`config.mk`:
```
export PLATFORM = sky130hd
export DESIGN_NAME = ps2_key_decoder
export DESIGN_NICKNAME = d
export VERILOG_FILES = /design/src/rtl/ps2_key_decoder.sv
export SDC_FILE = /design/constraint.sdc
export NUM_CORES = 1
export LEC_CHECK = 0
export BUFFER_PORTS_ARGS = -buffer_cell sky130_fd_sc_hd__buf_2
export CAP_MARGIN = 0
export CORE_UTILIZATION = 25
export CTS_BUF_LIST = sky130_fd_sc_hd__clkbuf_4
export DETAILED_ROUTE_END_ITERATION = 10
export MAX_ROUTING_LAYER = met4
export PLACE_DENSITY = 0.46
export SLEW_MARGIN = 15
export SYNTH_ARGS = -nofsm -noshare
export SYNTH_HDL_FRONTEND = slang
export SYNTH_SLANG_ARGS = --single-unit
```
`constraint.sdc`:
```
create_clock -name clk -period 2 [get_ports clk]
set_input_delay 0.2 -clock clk [delete_from_list [all_inputs] [get_ports clk]]
set_output_delay 0.2 -clock clk [all_outputs]
set_load 0.01 [all_outputs]
```
`src/rtl/ps2_key_decoder.sv`:
```
// ps2_key_decoder: PS/2 keyboard receiver with scan-code to command-pulse decoding
module ps2_key_decoder #(
  parameter int FILTER_LEN  = 8,
  parameter int TIMEOUT_CYC = 100000,
  parameter int RST_CYC     = 16
) (
  input  logic       clk,
  input  logic       reset,
  input  logic       ps2d,
  input  logic       ps2c,
  output logic       aumenta,
  output logic       disminuye,
  output logic       siguiente,
  output logic       anterior,
  output logic       formato,
  output logic       quitar_alarma,
  output logic       cambiar_hora,
  output logic       rst_out,
  output logic [7:0] scan_code,
  output logic       scan_valid,
  output logic       frame_err
);
  localparam int FW = $clog2(FILTER_LEN + 1);
  localparam int TW = $clog2(TIMEOUT_CYC + 1);
  localparam int RW = $clog2(RST_CYC + 1);
  typedef enum logic [1:0] {IDLE, DATA, PARITY, STOP} state_t;
  state_t state, state_n;
  logic [1:0] c_sync, d_sync;
  logic c_filt, f_hit, bit_ev, d, tmo, ok, err, p_err, brk, ext, cmd, is_f0, is_e0;
  logic [FW-1:0] f_cnt;
  logic [TW-1:0] t_cnt;
  logic [RW-1:0] rst_cnt;
  logic [2:0] b_cnt;
  logic [7:0] shreg;
  assign d      = d_sync[1];
  assign f_hit  = (c_sync[1] != c_filt) && (f_cnt == FW'(FILTER_LEN - 1));
  assign bit_ev = f_hit && c_filt;
  assign tmo    = (state != IDLE) && !bit_ev && (t_cnt == TW'(TIMEOUT_CYC - 1));
  always_ff @(posedge clk or posedge reset)
    if (reset) begin
      c_sync <= 2'b11;
      d_sync <= 2'b11;
      c_filt <= 1'b1;
      f_cnt  <= '0;
    end else begin
      c_sync <= {c_sync[0], ps2c};
      d_sync <= {d_sync[0], ps2d};
      if (c_sync[1] == c_filt) f_cnt <= '0;
      else if (f_hit) begin
        c_filt <= c_sync[1];
        f_cnt  <= '0;
      end else f_cnt <= f_cnt + 1'b1;
    end
  always_comb begin
    state_n = state;
    ok      = 1'b0;
    err     = 1'b0;
    case (state)
      IDLE:   if (bit_ev) begin
                err     = d;
                state_n = d ? IDLE : DATA;
              end
      DATA:   if (bit_ev && b_cnt == 3'd7) state_n = PARITY;
      PARITY: if (bit_ev) state_n = STOP;
      STOP:   if (bit_ev) begin
                ok      = d && !p_err;
                err     = !ok;
                state_n = IDLE;
              end
      default: state_n = IDLE;
    endcase
    if (tmo) begin
      err     = 1'b1;
      state_n = IDLE;
    end
  end
  always_ff @(posedge clk or posedge reset)
    if (reset) begin
      state      <= IDLE;
      b_cnt      <= '0;
      shreg      <= '0;
      p_err      <= 1'b0;
      t_cnt      <= '0;
      scan_code  <= '0;
      scan_valid <= 1'b0;
      frame_err  <= 1'b0;
    end else begin
      state      <= state_n;
      scan_valid <= ok;
      frame_err  <= err;
      t_cnt      <= (state == IDLE || bit_ev) ? '0 : t_cnt + 1'b1;
      if (state == IDLE) b_cnt <= '0;
      if (bit_ev && state == DATA) begin
        shreg <= {d, shreg[7:1]};
        b_cnt <= b_cnt + 1'b1;
      end
      if (bit_ev && state == PARITY) p_err <= ~^{shreg, d};
      if (ok) scan_code <= shreg;
    end
  // F0/E0 are prefixes; any other byte is a final code that consumes both flags
  assign is_f0 = scan_code == 8'hF0;
  assign is_e0 = scan_code == 8'hE0;
  assign cmd   = scan_valid && !brk && !is_f0 && !is_e0;
  assign rst_out = |rst_cnt;
  always_ff @(posedge clk or posedge reset)
    if (reset) begin
      brk           <= 1'b0;
      ext           <= 1'b0;
      aumenta       <= 1'b0;
      disminuye     <= 1'b0;
      siguiente     <= 1'b0;
      anterior      <= 1'b0;
      formato       <= 1'b0;
      quitar_alarma <= 1'b0;
      cambiar_hora  <= 1'b0;
      rst_cnt       <= '0;
    end else begin
      if (scan_valid) begin
        brk <= is_f0 ? 1'b1 : is_e0 ? brk : 1'b0;
        ext <= is_e0 ? 1'b1 : is_f0 ? ext : 1'b0;
      end
      aumenta       <= cmd && ext && scan_code == 8'h75;
      disminuye     <= cmd && ext && scan_code == 8'h72;
      siguiente     <= cmd && ext && scan_code == 8'h74;
      anterior      <= cmd && ext && scan_code == 8'h6B;
      formato       <= cmd && !ext && scan_code == 8'h2B;
      quitar_alarma <= cmd && !ext && scan_code == 8'h15;
      cambiar_hora  <= cmd && !ext && scan_code == 8'h21;
      rst_cnt       <= (cmd && !ext && scan_code == 8'h2D) ? RW'(RST_CYC) :
                       rst_out ? rst_cnt - 1'b1 : rst_cnt;
    end
endmodule

```
Word level (Yosys, flattened, before mapping)
Cells that the tools add are included.
Cells by class
  add/subtract/negate cells: 4
  equal/unequal tests: 24
  muxes and demuxes: 24
  bitwise gates (word level): 1
  reduce and logical (&&, ||, !) cells: 39
Operator list (number)
  $eq A8 B7 Y1 const B: 4
  $eq A8 B6 Y1 const B: 3
  $logic_and A1 B1 Y1: 21
  $add A17 B1 Y17 const B: 1
  $eq A17 B17 Y1 const B: 1
  $mux W17: 1
  $eq A8 B8 Y1 const B: 2
  $ne A3 B3 Y1 const B: 4
  $mux W1: 10
  $mux W2: 5
  $mux W5: 2
  $reduce_xnor A9 Y1: 1
  $eq A8 B5 Y1 const B: 1
  $mux W4: 2
  $pmux W2 S4: 1
  $logic_not A1 Y1: 7
  $mux W3: 2
  $reduce_and A2 Y1: 3
  $reduce_bool A2 Y1: 3
  $reduce_or A5 Y1: 1
  $sub A5 B1 Y5 const B: 1
  $add A4 B1 Y4 const B: 1
  $eq A2 B2 Y1 const B: 2
  $eq A4 B3 Y1 const B: 1
  other kinds (12): 12
Storage, ports and cells
  register bits after elaboration: 64
  bits of input ports: 4
  output and inout bits: 18
  logic and storage cells: 114

Longest topological paths before layout
Gate-level depths: netlist of the first run.
  depth in word-level cells: 8
  mapped depth: 7
  mapped depth without buffers: 6

Worst setup path before layout of the first run
No wires, ideal clock.
  path kind: flip-flop to flip-flop
  start: reg f_cnt[0]
  end: reg b_cnt[1]
  library setup time: 0.125 ns
  arrival time: 1.649 ns
  required time: 1.875 ns
  setup slack: 0.226 ns
  stages on the path, launching flop included: 8
  path buffers: 2
  period minus slack after synthesis: 1.774 ns
  cells stage by stage: dfrtp_1 ha_1 and3b_1 buf_6 and2_2 nand2_1 buf_6 mux2_2
Between the ends
  cells in the longest elaborated chain, start to end: 5
  elaborated cells between the ends (all ways): 6
  classes of those cells: eq/ne: 1; mux: 1; reduce/logical: 4
RTL lines
  start, declared: RTL line 30  | logic [FW-1:0] f_cnt;
  start signal, assigned: RTL line 52  | end else f_cnt <= f_cnt + 1'b1;
  $eq A4 B3 Y1 (*): RTL line 36  | assign f_hit = (c_sync[1] != c_filt) && (f_cnt == FW'(FILTER_LEN - 1));
  $logic_and A1 B1 Y1 (*): RTL line 36
  $logic_and A1 B1 Y1 (*): RTL line 37  | assign bit_ev = f_hit && c_filt;
  $logic_and A1 B1 Y1 (*): RTL line 93  | if (bit_ev && state == DATA) begin
  $mux W3 / $reduce_bool A2 Y1 (equally long branches)
  end signal, assigned: RTL line 95  | b_cnt <= b_cnt + 1'b1;
  end, declared: RTL line 33  | logic [2:0] b_cnt;
Every way passes the cells marked *; elsewhere a longest branch is shown, timed or not.
A chain may end at the register's enable or synchronous reset.

Final worst setup path of the first run
  start: reg rst_cnt[0]
  end: out rst_out
Between the ends
  cells in the longest elaborated chain, start to end: 1
RTL lines
  start, declared: RTL line 32  | logic [RW-1:0] rst_cnt;
  start signal, assigned: RTL line 129  | rst_cnt <= (cmd && !ext && scan_code == 8'h2D) ? RW'(RST_CYC) :
  $reduce_or A5 Y1: RTL line 104  | assign rst_out = |rst_cnt;
  end, declared: RTL line 18  | output logic rst_out,
Every way passes these cells.

==> results.md, run 1 <==
- The total die area is 12,400 sq um.
- The synthesized design contains 0 enable-type register cells.
- The instance area after placement is 3270 sq um.
- The first global-routing pass estimated 9600 um of wire.
- The total of fill cells in the finished design is 1,202.
- The final standard cell area without fillers is 3460 sq um.
- In this run the standard cell core region covers 11,500 sq um.
- The Yosys step of the flow raised 0 warnings.
- Among all flip-flop cells after synthesis, the most frequent one is sky130_fd_sc_hd__dfrtp_1.
- By startpoint and endpoint, the worst setup path is classified as flip-flop to output port.
- Of the cells placed in the final design, the portion with a size suffix greater than 1 is 0.247.
- The remaining design rule violation count is 10.
- The die width is 111 um.
- The routed wire length is 5380 um.
- Across the whole layout, storage elements account for 1610 sq um.
- The share of the core filled with cells is 0.300.
- The footprint of the multi-input gates is 1310 sq um.
- Detailed routing inserted a total of 1,998 vias.
- The leading cell type in the layout, fill and taps excluded is sky130_fd_sc_hd__dfrtp_1.
- During I/O placement, the number of pins put on the boundary was 22.
- In this run the tightest slew margin relative to its limit is 0.667.
- The checks that failed: design-rule violations.
- The H-tree depth reported by CTS is 3.
- STA classifies the critical path endpoint as an output port.
- The total number of clock tree sinks is 64.
- The highest fanout seen on the critical path is 4.
- Entering global routing, the biggest net connects 65 pins.
- Port buffering added 21 buffers.
- The first TritonRoute pass finished after 7 iterations.
- In this run, CTS created clock tree buffers numbering 9.
- TritonCTS built the clock tree.
- The worst hold path belongs to the class flip-flop to flip-flop.
- The growth of design area from synthesis to finish is 15.8%.
- The share of synthesized flip-flops with an asynchronous set or reset is 1.00.
- The endpoint required time on the critical path is 1800 ps.
- In this run the register-to-register setup slack is 170 ps.
- The clock passes through at most 2 buffers.
- Synthesis handed over a netlist of 264 instances.
- The number of different library cells used by synthesis comes to 42.
- The net count after synthesis is 278.
- The number of hold violations in the final report is 0.
- For this block, the initial DRC count from the detailed router was 95.
- The number of nets at the end of the flow is 313.
- The buffer type at the clock tree root is sky130_fd_sc_hd__clkbuf_4.
- The insertion delay to the later sink of the worst-skew pair is 420 ps.
- Max-cap violations in this run came to 0.
- Prior to clock tree synthesis, the placed netlist has a worst setup slack of 180 ps.
- The placed wire-length estimate is 3580 um.
- The library cells used most frequently in the layout, excluding fill and tap cells, are sky130_fd_sc_hd__dfrtp_1, sky130_fd_sc_hd__nor2_1, sky130_fd_sc_hd__buf_2, sky130_fd_sc_hd__mux2_2, sky130_fd_sc_hd__nand3_1.
- The post-route antenna net violation count is 0.
- The mapped netlist covers 2990 sq um.
- The aggregate negative setup slack is 0 ps.
- The max-slew violation total from the final report is 0.
- Clock skew on the completed layout was measured at 16.3 ps.
- The effective utilization at floorplan is 0.259.
- The data arrival time of the worst path is 1670 ps.
- The post-route minimum period is 1870 ps.
- The slack of the critical path is 125 ps.
- The vertical die dimension is 111 um.
- The worst setup path is launched from a flip-flop.
- For this run the aggregate overflow at the end of global routing stands at 0.
- The number of rows created at floorplan is 39.
- For this design the static power due to leakage is 1.63 nW.
- The portion of the post-synthesis area used by sequential elements is 0.538.
- The via count of the first global-routing pass is 2,017.
- At the pin with the least slew margin, the transition time is 492 ps.
- Averaged over all synthesized cells, the footprint is 11.3 sq um.
- The total global-route track usage is 0.101.
- Setup repair after global routing left no endpoint under its margin.
- For this design the ratio of total power to cell area is 775 nW/um^2.
- The number of antenna violations at the first check in global routing is 0.
- The post-synthesis sequential element count is 64.
- The maximum vdd ir drop is 0.269 mV.
- After clock tree synthesis, the clock-pin slew on the worst setup and hold paths is 120 ps.
- Dividing the final minimum period by the clock period gives 0.937.
- The number of antenna diodes in the final layout is 0.
- The run finished, with violations left.
- After detailed routing, the number of vias per cell comes to 4.47.
- Static timing analysis puts the maximum clock frequency at 0.533 GHz.
- The placer congestion estimate is 0.754.
- Setup violations remaining at the end of the flow were counted as 0.
- In the final routed layout, each cell accounts on average for 12.0 um.
[cell usage after synthesis, types with 2 or more instances]
cell type / count / area, sq um
sky130_fd_sc_hd__inv_1: 9 / 33.8
sky130_fd_sc_hd__nand3_1: 14 / 70.1
sky130_fd_sc_hd__xnor2_1: 13 / 114
sky130_fd_sc_hd__nand4_1: 6 / 37.5
sky130_fd_sc_hd__ha_1: 10 / 125
sky130_fd_sc_hd__nor2_1: 28 / 105
sky130_fd_sc_hd__buf_2: 3 / 15.0
sky130_fd_sc_hd__xor2_1: 9 / 78.8
sky130_fd_sc_hd__nor3_1: 8 / 40.0
sky130_fd_sc_hd__dfrtp_1: 59 / 1480
sky130_fd_sc_hd__nand2_1: 11 / 41.3
sky130_fd_sc_hd__nor4b_1: 3 / 26.3
sky130_fd_sc_hd__buf_6: 3 / 33.8
sky130_fd_sc_hd__nand2b_1: 4 / 25.0
sky130_fd_sc_hd__and3_1: 4 / 25.0
sky130_fd_sc_hd__a21oi_1: 12 / 60.1
sky130_fd_sc_hd__nand3b_1: 5 / 37.5
sky130_fd_sc_hd__nor2b_1: 4 / 25.0
sky130_fd_sc_hd__dfstp_2: 5 / 131
sky130_fd_sc_hd__mux2_2: 19 / 214
sky130_fd_sc_hd__nor4_1: 3 / 18.8
sky130_fd_sc_hd__or3_1: 3 / 18.8
sky130_fd_sc_hd__mux2i_1: 2 / 20.0
sky130_fd_sc_hd__o21ai_0: 7 / 35.0
sky130_fd_sc_hd__a21o_1: 3 / 22.5
[critical path, stage by stage, from the launching register on]
cell and delay, ps:
sky130_fd_sc_hd__dfrtp_1 400, sky130_fd_sc_hd__inv_1 100, sky130_fd_sc_hd__ha_4 150, sky130_fd_sc_hd__or4b_4 460, sky130_fd_sc_hd__buf_2 160
[kinds of logic (layout without fill, tap and decap cells)]
kind of cell	Yosys count	after routing	synth area share
simple gates	105	105	0.194
flops	64	64	0.538
xor+xnor	23	23	0.0720
buf+inv	16	56	0.0289
fa+ha+maj	10	10	0.0419
mux	21	21	0.0783
compound gates	25	25	0.0465
[final timing paths]
check                                  startpoint                    to  cells after the start
min in group asynchronous                   reset       brk$_DFFE_PP0P_                      4
max                        rst_cnt[0]$_DFFE_PP0P_               rst_out                      4
max in group asynchronous                   reset    c_filt$_DFFE_PP1P_                      4
min reg2reg                   c_sync[0]$_DFF_PP1_   c_sync[1]$_DFF_PP1_                      0
min                           c_sync[0]$_DFF_PP1_   c_sync[1]$_DFF_PP1_                      0
max reg2reg                    f_cnt[0]$_DFF_PP0_  shreg[5]$_DFFE_PP0P_                      6
[sequential cells by signal, summed over array words and instances (netlist names), 2 cells and up]
| name | flops |
|---|---|
| b_cnt | 3 |
| c_sync | 2 |
| d_sync | 2 |
| f_cnt | 4 |
| rst_cnt | 5 |
| scan_code | 8 |
| shreg | 8 |
| state | 2 |
| t_cnt | 17 |
[power breakdown]
group          total (mW)  internal [mW]  switching [mW]
Sequential           1.45           1.38          0.0714
Clock               0.755          0.254           0.501
Combinational       0.473          0.185           0.288
[layer usage]
layer,global-route usage,wire length (um)
met1,0.122,2630
met2,0.154,2440
met3,0.0317,202
met4,0.0459,101
met5,-,0
[stage by stage]
stage / total power, mW / hold WS (ps) / instances
after global placement: 1.96 / 300 / 425
after floorplan: 1.86 / 204 / 264
after CTS: 2.75 / 366 / 445
final: 2.68 / 363 / 447
after detailed placement: 1.96 / 301 / 425
after global routing: 2.88 / 367 / 447
[timing repair]
item | CTS | global route
resized for setup | 1 | 2
hold buffers | 3 | 0
endpoints found under the hold margin | 61 | 0
setup endpoints to repair | 1 | 1
setup buffers | 1 | 2
[layout make-up]
class / instances / share of cell area
Clock buffer: 9 / 0.0195
Clock inverter: 7 / 0.0141
Inverter: 9 / 0.00976
Multi-Input combinational cell: 184 / 0.379
Sequential cell: 64 / 0.465
Tap cell: 143 / 0.0517
Timing Repair Buffer: 31 / 0.0615
Power figures use the tool's default switching activity.
==> run 2, diff against run 1 <==
CORE_UTILIZATION = 45   (was 25)
PLACE_DENSITY = 0.68   (was 0.46)
==> run 2 against run 1 <==
Effect of this change: largest power group unchanged; final cell count down 15%; clock power rose by 32%; the run now ends clean; highest routed layer unchanged; worst hold slack got worse by 16 ps.
==> results.md, run 2 (same netlist as run 1, synthesis figures left out) <==
- The run finished with clean final reports.
- The number of buffers inserted during clock tree synthesis is 9.
- Of the available clock period, the critical path in the final layout requires 0.960.
- For this run the aggregate overflow at the end of global routing stands at 0.
- The TritonCTS clock tree is done.
- The detail route stage leaves a number of antenna-violating nets equal to 0.
- The maximum single-stage delay on the critical path is 470 ps.
- Row generation in the floorplan step produced 29 rows.
- Wires add up to 4830 um.
- The library cell used most frequently in the layout, excluding fill and tap cells, is sky130_fd_sc_hd__dfrtp_1.
- The final antenna diode count is 0.
- STA classifies the critical path startpoint as a flip-flop.
- The power density relative to cell area is 857 nW/um^2.
- The die is 83.5 um tall.
- Across the VDD grid, the largest voltage drop is 0.598 mV.
- The share of cells above drive strength 1 is 0.238.
- Leaving out fill and tap cells, the most frequent cells in the layout are sky130_fd_sc_hd__dfrtp_1, sky130_fd_sc_hd__nor2_1, sky130_fd_sc_hd__buf_2, sky130_fd_sc_hd__mux2_2, sky130_fd_sc_hd__nand3_1.
- Across every metal layer, demand over resource in global routing totals 0.156.
- The register with the most flip-flops is t_cnt.
- The class of the worst hold path is flip-flop to flip-flop.
- The type of the setup path with the least slack is flip-flop to output port.
- The clock period could shrink to 1920 ps.
- The global-route wire length before repair is 8310 um.
- The relative max-transition margin is 0.636.
- Counting every sink on the clock net gives 64.
- The critical path goes through inv_1, ha_2, or4b_4, buf_2.
- After layout, the design draws a total of 2.91 mW.
- Entering global routing, the biggest net connects 65 pins.
- The placed wire-length estimate is 3260 um.
- The via-per-instance ratio is 5.10.
- Setup repair after global routing left no endpoint under its margin.
- The insertion delay to the later sink of the worst-skew pair is 420 ps.
- The area used by sequential logic in the layout is 1610 sq um.
- The total of fill cells in the finished design is 553.
- The overall via count from detail_route is 1,934.
- The largest registers in the layout are t_cnt x17, scan_code x8, shreg x8.
- The final layout contains 311 nets.
- In this run the number of H-tree levels came out at 3.
- For this configuration, the core starts out at a cell density of 0.468.
- The pre-antenna-repair detailed-routing pass consisted of 4 iterations.
- Across the routed clock network, the largest skew measured is 16.0 ps.
- The worst setup path is captured at an output port.
- Max-cap violations in this run came to 0.
- The endpoint required time on the critical path is 1800 ps.
- The max-slew violation total from the final report came to 0.
- For this run, the top clock speed supported by timing is 0.521 GHz.
- After detailed routing, the average wire length per cell comes to 12.7 um.
- The remaining design rule violation count is 0.
- The maximum buffer depth of the clock tree is 2.
- The core footprint is 6390 sq um.
- The count of buffers added on input and output ports is 21.
- The number of flip-flops under the largest register name is 17.
- The die covers 6970 sq um.
- The buffer type at the clock tree root is sky130_fd_sc_hd__clkbuf_4.
- In the final layout, the multi-input gates occupy 1300 sq um.
- The data arrival time of the worst path is 1720 ps.
- The number of top-level pins is 22.
- The number of antenna violations at the first check in global routing is 0.
- Summing all non-filler instances in the final layout gives an area of 3400 sq um.
- At the pin with the least slew margin, the transition time is 538 ps.
- The leakage power figure is 1.63 nW.
- From synthesis to final layout, the design area changed by 13.7%.
- The slowest stage of the critical path is the sky130_fd_sc_hd__or4b_4 cell.
- The setup-violating endpoint count in the final report is 0.
- The placer congestion estimate is 0.750.
- The via count of the first global-routing pass is 1,809.
- The number of hold violations in the final report is 0.
- The count of routing violations after the opening detailed-route iteration is 55.
- Along the worst path, the maximum fanout reaches 4.
- The instance area after placement is 3180 sq um.
- The post-CTS clock slew at the launch and capture registers of the worst setup and hold paths is 120 ps.
- Adding up every negative setup slack in the final design gives 0 ps.
- The final-layout worst hold slack is 347 ps.
- The die is 83.5 um wide.
==> run 2: cell types whose count changed in the layout (fill, tap and decap cells not counted), sizes merged <==
cell / before / now
buf: 28 / 26
bufinv: 0 / 2
clkinv: 6 / 1
clkinvlp: 1 / 3
inv: 9 / 10
==> run 2: final timing paths <==
kind	to	startpoint	cells past startpoint	slack (ps)
setup / recovery	rst_out	rst_cnt[1]$_DFFE_PP0P_	4	80
hold / removal	c_sync[1]$_DFF_PP1_	c_sync[0]$_DFF_PP1_	0	350
setup reg to reg	b_cnt[2]$_DFFE_PP0P_	f_cnt[0]$_DFF_PP0_	6	150
hold reg to reg	c_sync[1]$_DFF_PP1_	c_sync[0]$_DFF_PP1_	0	350
max in group asynchronous	d_sync[1]$_DFF_PP1_	reset	4	1300
min in group asynchronous	aumenta$_DFF_PP0_	reset	4	370
==> run 2: where the power goes <==
group	total (mW)	switching, mW	internal [mW]
Combinational	0.465	0.278	0.187
Sequential	1.46	0.0732	1.38
Clock	0.993	0.487	0.506
==> run 2: cell type report <==
class                           instances  area share
Clock buffer                            9      0.0199
Clock inverter                          7      0.0280
Inverter                                9     0.00994
Multi-Input combinational cell        184       0.383
Sequential cell                        64       0.473
Tap cell                               77      0.0284
Timing Repair Buffer                   29      0.0582
==> run 2: what timing repair did <==
item,in CTS,in global routing
endpoints found under the setup margin,1,1
setup buffers,1,1
hold endpoints to repair,61,0
gates resized for setup,1,1
hold buffers,3,0
==> run 2: metal layers <==
metal  track usage  wire length [um]  up-vias
li1              -                 -      984
met4        0.0647                70        0
met5             -                 0        -
met3        0.0574               199        9
met1         0.200              2360      913
met2         0.226              2200       28
==> run 2: worst max-delay path, delay by kind of cell (launching register included) <==
kind / cells / cell delay (ps)
AND/OR/NAND/NOR: 1 / 470
adder cells (fa/ha/maj): 1 / 190
flip-flops: 1 / 420
buffers and inverters: 2 / 210
==> run 2: metrics by stage <==
step	std cells	utilization	setup slack, ps
final	379	0.532	80.8
after global routing	379	0.532	6.52
after CTS	378	0.531	15.5
after detailed placement	358	0.499	165
after global placement	358	0.499	230
after floorplan	264	-	210
